[src/rtl/store_if.sv]
// Store unit <-> data memory bus.
// The memory is word-wide, single-port, with synchronous read and write.
interface store_if #(
    parameter int unsigned ADDR_W = 10
);
    logic              mem_rw_mode;  // 0 read, 1 write
    logic [ADDR_W-1:0] mem_addr;     // word address
    logic [31:0]       mem_wdata;
    logic [31:0]       mem_data;     // read data, valid the cycle after the address

    modport master (
        output mem_rw_mode,
        output mem_addr,
        output mem_wdata,
        input  mem_data
    );

    modport slave (
        input  mem_rw_mode,
        input  mem_addr,
        input  mem_wdata,
        output mem_data
    );
endinterface

[src/rtl/store.sv]
// RISC-V store unit: SW is a direct single-cycle write; SB/SH use a two-cycle
// read-modify-write because the data memory has no byte enables.
// Optional macro STORE_MISALIGN_TRAP_EN adds misalign_fault and suppresses
// misaligned SH/SW instead of truncating their addresses.
module store #(
    parameter int unsigned ADDR_W = 10
) (
    input  logic        i_clk,
    input  logic        i_rst_n,
    input  logic [31:0] rs1_val,
    input  logic [31:0] rs2_val,
    input  logic [31:0] imm,
    input  logic [1:0]  store_control,
    output logic        stall_pc,
    output logic        stall_other_exec,
    output logic        busy,
`ifdef STORE_MISALIGN_TRAP_EN
    output logic        misalign_fault,
`endif
    store_if.master     mem
);

    localparam logic [1:0] CtrlNop = 2'b00;
    localparam logic [1:0] CtrlSb  = 2'b01;
    localparam logic [1:0] CtrlSh  = 2'b10;
    localparam logic [1:0] CtrlSw  = 2'b11;

    typedef enum logic [0:0] {StIdle, StMerge} state_e;

    state_e            state_q, state_d;
    logic [ADDR_W-1:0] addr_q, addr_d;
    logic [15:0]       data_q, data_d;
    logic [1:0]        ctrl_q, ctrl_d;
    logic [1:0]        lsb_q, lsb_d;

    logic [31:0]       eff_addr;
    logic [1:0]        lsb;
    logic [ADDR_W-1:0] word_addr;
    logic              misaligned;
    logic              rw_mode;
    logic [ADDR_W-1:0] addr_out;
    logic [31:0]       wdata_out;
    logic [31:0]       merged;
    logic              unused_addr;

    assign eff_addr    = rs1_val + imm;
    assign lsb         = eff_addr[1:0];
    assign word_addr   = eff_addr[ADDR_W+1:2];
    assign unused_addr = ^eff_addr[31:ADDR_W+2];

`ifdef STORE_MISALIGN_TRAP_EN
    assign misaligned = ((store_control == CtrlSh) && lsb[0]) ||
                        ((store_control == CtrlSw) && (lsb != 2'b00));
    assign misalign_fault = (state_q == StIdle) && misaligned;
`else
    assign misaligned = 1'b0;
`endif

    // Replace the selected lane of the word read during the issue cycle.
    always_comb begin
        merged = mem.mem_data;
        if (ctrl_q == CtrlSb) begin
            case (lsb_q)
                2'd0:    merged[7:0]   = data_q[7:0];
                2'd1:    merged[15:8]  = data_q[7:0];
                2'd2:    merged[23:16] = data_q[7:0];
                default: merged[31:24] = data_q[7:0];
            endcase
        end else if (ctrl_q == CtrlSh) begin
            if (lsb_q[1]) merged[31:16] = data_q;
            else          merged[15:0]  = data_q;
        end
    end

    // Next-state and output decode.
    always_comb begin
        state_d          = state_q;
        addr_d           = addr_q;
        data_d           = data_q;
        ctrl_d           = ctrl_q;
        lsb_d            = lsb_q;
        stall_pc         = 1'b0;
        stall_other_exec = 1'b0;
        busy             = 1'b0;
        rw_mode          = 1'b0;
        addr_out         = '0;
        wdata_out        = '0;
        unique case (state_q)
            StIdle: begin
                // A trapped store issues nothing and never reaches memory.
                if (!misaligned) begin
                    case (store_control)
                        CtrlSw: begin
                            rw_mode   = 1'b1;
                            addr_out  = word_addr;
                            wdata_out = rs2_val;
                        end
                        CtrlSb, CtrlSh: begin
                            addr_out = word_addr;
                            stall_pc = 1'b1;
                            addr_d   = word_addr;
                            data_d   = rs2_val[15:0];
                            ctrl_d   = store_control;
                            lsb_d    = lsb;
                            state_d  = StMerge;
                        end
                        default: ;
                    endcase
                end
            end
            StMerge: begin
                rw_mode          = 1'b1;
                addr_out         = addr_q;
                wdata_out        = merged;
                stall_other_exec = 1'b1;
                busy             = 1'b1;
                ctrl_d           = CtrlNop;
                state_d          = StIdle;
            end
            default: state_d = StIdle;
        endcase
    end

    // State and captured RMW fields; async reset drops any pending store.
    always_ff @(posedge i_clk or negedge i_rst_n) begin
        if (!i_rst_n) begin
            state_q <= StIdle;
            addr_q  <= '0;
            data_q  <= '0;
            ctrl_q  <= CtrlNop;
            lsb_q   <= '0;
        end else begin
            state_q <= state_d;
            addr_q  <= addr_d;
            data_q  <= data_d;
            ctrl_q  <= ctrl_d;
            lsb_q   <= lsb_d;
        end
    end

    assign mem.mem_rw_mode = rw_mode;
    assign mem.mem_addr    = addr_out;
    assign mem.mem_wdata   = wdata_out;

endmodule

[src/flat_wrapper.sv]
// flat-port wrapper written by rule: the top's interface ports become plain ports
module store_flat 
#(
    parameter int unsigned ADDR_W = 10
)
  (i_clk, i_rst_n, rs1_val, rs2_val, imm, store_control, stall_pc, stall_other_exec, busy, mem_mem_rw_mode, mem_mem_addr, mem_mem_wdata, mem_mem_data);
  store_if #(.ADDR_W(ADDR_W)) mem_i ();
  input  logic i_clk;
  input  logic i_rst_n;
  input  logic [31:0] rs1_val;
  input  logic [31:0] rs2_val;
  input  logic [31:0] imm;
  input  logic [1:0] store_control;
  output logic stall_pc;
  output logic stall_other_exec;
  output logic busy;
  output wire logic [$bits(mem_i.mem_rw_mode)-1:0] mem_mem_rw_mode;
  output wire logic [$bits(mem_i.mem_addr)-1:0] mem_mem_addr;
  output wire logic [$bits(mem_i.mem_wdata)-1:0] mem_mem_wdata;
  input wire logic [$bits(mem_i.mem_data)-1:0] mem_mem_data;
  assign mem_mem_rw_mode = mem_i.mem_rw_mode;
  assign mem_mem_addr = mem_i.mem_addr;
  assign mem_mem_wdata = mem_i.mem_wdata;
  assign mem_i.mem_data = mem_mem_data;
  store #(.ADDR_W(ADDR_W)) u_core (.i_clk(i_clk), .i_rst_n(i_rst_n), .rs1_val(rs1_val), .rs2_val(rs2_val), .imm(imm), .store_control(store_control), .stall_pc(stall_pc), .stall_other_exec(stall_other_exec), .busy(busy), .mem(mem_i));
endmodule
[config.mk]
export PLATFORM = sky130hd
export DESIGN_NAME = store_flat
export DESIGN_NICKNAME = d
export VERILOG_FILES = /design/src/rtl/store_if.sv /design/src/rtl/store.sv /design/src/flat_wrapper.sv
export SDC_FILE = /design/constraint.sdc
export NUM_CORES = 1
export LEC_CHECK = 0
export ABC_AREA = 0
export BUFFER_PORTS_ARGS = -buffer_cell sky130_fd_sc_hd__buf_2
export CORE_MARGIN = 1.5
export CORE_UTILIZATION = 43
export CTS_BUF_LIST = sky130_fd_sc_hd__clkbuf_4 sky130_fd_sc_hd__clkbuf_8 sky130_fd_sc_hd__clkbuf_16
export CTS_CLUSTER_DIAMETER = 80
export DETAILED_ROUTE_END_ITERATION = 7
export PLACE_DENSITY = 0.9
export RECOVER_POWER = 100
export SETUP_SLACK_MARGIN = 0.4
export SLEW_MARGIN = 20
export SYNTH_ARGS = -nofsm -noshare
export SYNTH_HDL_FRONTEND = slang
export SYNTH_SLANG_ARGS = --single-unit
[constraint.sdc]
create_clock -name i_clk -period 1.8 [get_ports i_clk]
set_input_delay 0.18 -clock i_clk [delete_from_list [all_inputs] [get_ports i_clk]]
set_output_delay 0.18 -clock i_clk [all_outputs]
set_load 0.005 [all_outputs]
After elaboration in Yosys (flattened, before gate mapping)
Index checks and enable logic that the tools add are counted.
Widths: inputs -> output; s select.
{ "totals": {"out_inout_bits": 46, "wordCells": 40, "ff_bits": 31} }
{ "op_classes": {"n_bitwise": 1, "muxes": 20, "add_sub_neg": 1, "eq_ne": 8, "reduce_logical": 5} }
{ "ops": {"columns": ["op", "count"], "rows": [
  ["$mux 32", 3],
  ["$pmux 32 s2", 1],
  ["$mux 16", 2],
  ["$mux 8", 4],
  ["$pmux 10 s2", 1],
  ["$add 12x12->12", 1],
  ["$mux 10", 1],
  ["$eq 2x2->1 const B", 4],
  ["$eq 2x1->1 const B", 3],
  ["$reduce_or 3->1", 2],
  ["$mux 1", 4],
  ["$pmux 1 s2", 2],
  ["$pmux 2 s2", 1],
  ["$logic_not 2->1", 1],
  ["$mux 2", 1],
  ["$ne 2x2->1 const B", 1],
  ["$reduce_and 2->1", 1],
  ["$reduce_or 2->1", 1],
  ["$not 1->1", 1]
]} }

Depth between registers and ports, before layout
{ "logic_depth": {"ltp_word": 5, "ltp_mapped": 8, "ltp_nobuf": 8} }

Worst setup path after synthesis
Ideal clock, no wire load.
{ "synth_timing": {"path_type": "input-to-output", "start": "input port rs1_val[0]", "end": "output port mem_mem_addr[6]", "path_buffers": 0, "stages": 8, "required_time_ns": 1.620, "arrival_time_ns": 1.496, "setup_slack_ns": 0.124, "path_cell_list": "ha_1 inv_1 fa_1 nor2b_1 o31ai_1 a21oi_1 xor2_1 a22o_1"} }
{ "synth_via": {"elab_chain_len": 3} }
{ "synth_lines": {"columns": ["element", "line", "rtl"], "rows": [
  ["from (decl)", "flat_wrapper.sv:10", "input logic [31:0] rs1_val;"],
  ["$add 12x12->12", "store.sv:46", "assign eff_addr = rs1_val + imm;"],
  ["$mux 10", "store.sv:92", "case (store_control)"],
  ["$pmux 10 s2", "store.sv:88", "unique case (state_q)"],
  ["to (decl)", "flat_wrapper.sv:18", "output wire logic [$bits(mem_i.mem_addr)-1:0] mem_mem_addr;"]
]} }
Every way passes these cells.

Worst setup path after layout
{ "layout_timing": {"start": "register u_core.ctrl_q[1]", "end": "output port mem_mem_wdata[23]"} }
{ "layout_via": {"elab_chain_len": 4, "elab_cells_between_ends": 5} }
{ "layout_lines": {"columns": ["element", "line", "rtl"], "rows": [
  ["from (decl)", "store.sv:33", "logic [1:0] ctrl_q, ctrl_d;"],
  ["from (signal assigned)", "store.sv:130", "ctrl_q <= CtrlNop;"],
  ["from (signal assigned)", "store.sv:136", "ctrl_q <= ctrl_d;"],
  ["$eq 2x2->1", "store.sv:69", "end else if (ctrl_q == CtrlSh) begin"],
  ["$mux 32", "store.sv:69", null],
  ["$mux 32 (*)", "store.sv:62", "if (ctrl_q == CtrlSb) begin"],
  ["$pmux 32 s2 (*)", "store.sv:88", null],
  ["to (decl)", "flat_wrapper.sv:19", "output wire logic [$bits(mem_i.mem_wdata)-1:0] mem_mem_wdata;"]
]} }
Every way passes the cells marked *; elsewhere a longest branch is shown, timed or not.

==> results by group <==
Synthesis
  – Yosys cell types: 45
  – Dominant cell type by area after synthesis: dfrtp_1
  – Number of synthesized flops with an enable pin: 0
  – Yosys Warn Count: 0
  – Ys async rst share: 1.00
  – Mapped Area: 0.00263 mm²
  – Post-synth top area share: 0.295
  – Top-count cell post-synth: nand2_1
  – Synth area leaders: dfrtp_1 30%, nand2_1 13%, a22o_1 7.7%
  – Seq cells post-synth: 31
  – Synth Net Count: 468
  – Register area share after synthesis: 0.295
  – Ys flop type: dfrtp_1
  – Syn avg cell area: 8.16 µm²
  – Synth Instances: 322
  – Commonest cells post-synth: 88 x nand2_1, 31 x dfrtp_1, 23 x a22o_1

Route
  – Final wirelength: 10.5 mm
  – DRC viols: 0
  – Initial drt markers: 413
  – Initial DRT Pass Iterations: 5
  – Post-route antenna net violation count: 0
  – Detailed-route via count: 3409
  – Vias per std cell: 5.97
  – WL per Instance: 18.4 µm

Pwr
  – Pint: 2.36 mW
  – Comb pwr share: 0.532
  – Sw frac: 0.377
  – Part of the power in registers: 0.303
  – Clk pwr share: 0.165
  – Peak supply drop: 0.469 mV
  – P_leak: 2.27 nW
  – Power Dens Cells: 837 mW/mm²
  – P_sw: 1.42 mW

GRT
  – Initial antenna violation count: 0
  – GRT overflow: 0
  – Global-route wire length before repair: 15.4 mm
  – Vias in the first global route: 3135
  – All-layer global routing usage: 0.312
  – Largest net degree at the start of global routing: 33

STA
  – Max Freq: 461 MHz
  – Setup violations, final: 42
  – Final Max Tran Viols: 0
  – Max-slew headroom: 0.444
  – Crit path time final: 2.17 ns
  – Setup tns final: -9.59 ns
  – Setup ws final: -0.371 ns
  – Crit share post-route: 1.21
  – Max Clock Skew: 0.00492 ns
  – RSZ-0062 raised after global routing: yes
  – Endpoints failing hold: 0
  – Worst-margin pin slew: 0.834 ns

Hold path
  – Min-Delay Path Depth: 3
  – Hold endpoint: u_core.data_q[14]
  – HP Class: input port to register
  – Hold Startpoint: rs2_val[14]

Placement
  – DP Area: 0.00365 mm²
  – Routability cong.: 0.868
  – Dpl hpwl: 6.34 mm
  – Port bufs: 137

Die
  – Die area: 0.00659 mm²
  – Chip width: 81.2 µm
  – I/O Pins: 178
  – Core outline area: 0.00592 mm²
  – Chip height: 81.2 µm
  – Starting Density: 0.444
  – # rows: 28

Flow run
  – Max-Cap Viols: 0

Clocking
  – Htree depth: 2
  – Worst-Skew Late Latency: 0.28 ns
  – Inserted Clock Buffers: 5
  – Clock-pin slew on the worst setup and hold paths: 0.07 ns
  – Max clock buf depth: 2
  – CTS Sinks: 31
  – TritonCTS clock tree: yes
  – Root Driver: clkbuf_8

Worst setup path
  – CP Class: register to output port
  – Worst flop-to-flop path endpoint: u_core.addr_q[6]
  – Critical-path maximum fanout: 8
  – Crit-path max cell delay: 0.40 ns
  – Startpoint types: register
  – CP endpoint kind: output port
  – FF-to-FF setup slack: 0.12 ns
  – Most used cell, CP: buf_4
  – Reg2reg start: u_core.state_q
  – Crit path arrival time: 1.99 ns
  – CP max-delay cell: dfrtp_1
  – Worst path required time: 1.62 ns
  – CP Cell Sequence: buf_4 > nand2b_4 > o21ai_4 > buf_4 > nand2_4 > mux2_2 > a22o_1 > buf_2
  – R2R cell count: 8

Finish
  – Seq. cell area: 777 µm²
  – Layout cells sized above 1: 0.577
  – Area occupied by multi-input gates: 0.00220 mm²
  – Post-route cell area: 0.00452 mm²
  – Filler cell count: 375
  – Syn-to-layout area delta: 71.8%
  – ANT cells: 0
  – Nets: 641

Run status
  – Failing checks: setup timing
  – Outcome: finished with violations
[worst max path at each step]
stage / from / end / slack [ns] / cells after the start
floorplan: rs1_val[0] / mem_mem_addr[6] / 0.18 / 8
CTS: u_core.ctrl_q[1] / mem_mem_wdata[4] / -0.27 / 7
global placement: store_control[0] / mem_mem_wdata[4] / -0.17 / 5
global route: u_core.ctrl_q[1] / mem_mem_wdata[23] / -0.41 / 8
finish: u_core.ctrl_q[1] / mem_mem_wdata[23] / -0.37 / 8
detailed placement: rs1_val[0] / mem_mem_addr[6] / -0.18 / 10
[registers in the layout (all words and copies together) (netlist names)]
name,flops
u_core.addr_q,10
u_core.ctrl_q,2
u_core.data_q,16
u_core.lsb_q,2
u_core.state_q,1
[critical path: cells and delay by family (launching register included)]
kind	cells	cell delay (ns)
AO/OA/AOI/OAI	2	0.27
buffers and inverters	3	0.43
AND/OR/NAND/NOR	2	0.23
multiplexers	1	0.37
flip-flops	1	0.40
[logic make-up (layout without fill, tap and decap cells)]
family	count (synthesis)	count (layout)	synth area share
adder cells (fa/ha/maj)	14	14	0.0695
AND/OR/NAND/NOR	131	133	0.212
buffers and inverters	26	198	0.0433
multiplexers	22	22	0.105
AO/OA/AOI/OAI	88	88	0.242
XOR/XNOR	10	10	0.0333
flip-flops	31	31	0.295
[metal layers]
layer,vias up,global-route usage,share of wire
li1,1508,-,-
met1,1588,0.354,0.36
met2,243,0.529,0.48
met3,68,0.0921,0.096
met4,2,0.157,0.059
met5,-,0,0.0038
[final cells by class]
cell class,instances,area share
Timing Repair Buffer,184,0.291
Tap cell,75,0.0208
Multi-Input combinational cell,267,0.487
Sequential cell,31,0.172
Clock buffer,8,0.0230
Inverter,6,0.00609
[placed cells by master (no fill, tap or decap), drive strengths merged, types with 2 or more instances in the layout]
| cell | instances |
|---|---|
| a211oi | 2 |
| a21o | 5 |
| a21oi | 8 |
| a22o | 23 |
| a31oi | 2 |
| buf | 179 |
| bufbuf | 3 |
| clkbuf | 9 |
| dfrtp | 31 |
| ha | 13 |
| inv | 5 |
| mux2 | 20 |
| mux2i | 2 |
| nand2 | 90 |
| nand2b | 4 |
| nand3 | 2 |
| nand4b | 2 |
| nor2 | 22 |
| nor2b | 4 |
| o211ai | 2 |
| o21ai | 24 |
| o221ai | 16 |
| o31ai | 2 |
| or2 | 3 |
| or3b | 2 |
| xnor2 | 5 |
| xor2 | 5 |
[power groups by stage]
stage	combinational (mW)	sequential, mW	clock (mW)
6_report	2.01	1.15	0.622
5_1_grt	2.18	1.17	0.663
4_1_cts	1.90	1.11	0.633
3_5_place_dp	1.46	1.08	0
3_3_place_gp	1.42	1.06	0
2_1_floorplan	0.938	1.01	0
[metrics by stage]
step,instances,worst slack [ns],hold slack (ns),total power [mW],utilization
floorplan,322,0.179,-0.116,1.95,-
global placement,535,-0.171,0.256,2.48,0.615
detailed placement,535,-0.181,0.273,2.54,0.616
CTS,569,-0.273,0.104,3.64,0.745
global route,571,-0.412,0.110,4.01,0.763
finish,571,-0.371,0.109,3.78,0.763
[timing repair]
item,in CTS,in global routing
setup buffers,18,1
cloned,7,1
hold buffers,1,0
endpoints found under the setup margin,70,74
hold endpoints to repair,31,0
pin swaps,52,9
resized for setup,99,14
(Power assumes the default switching activity.)
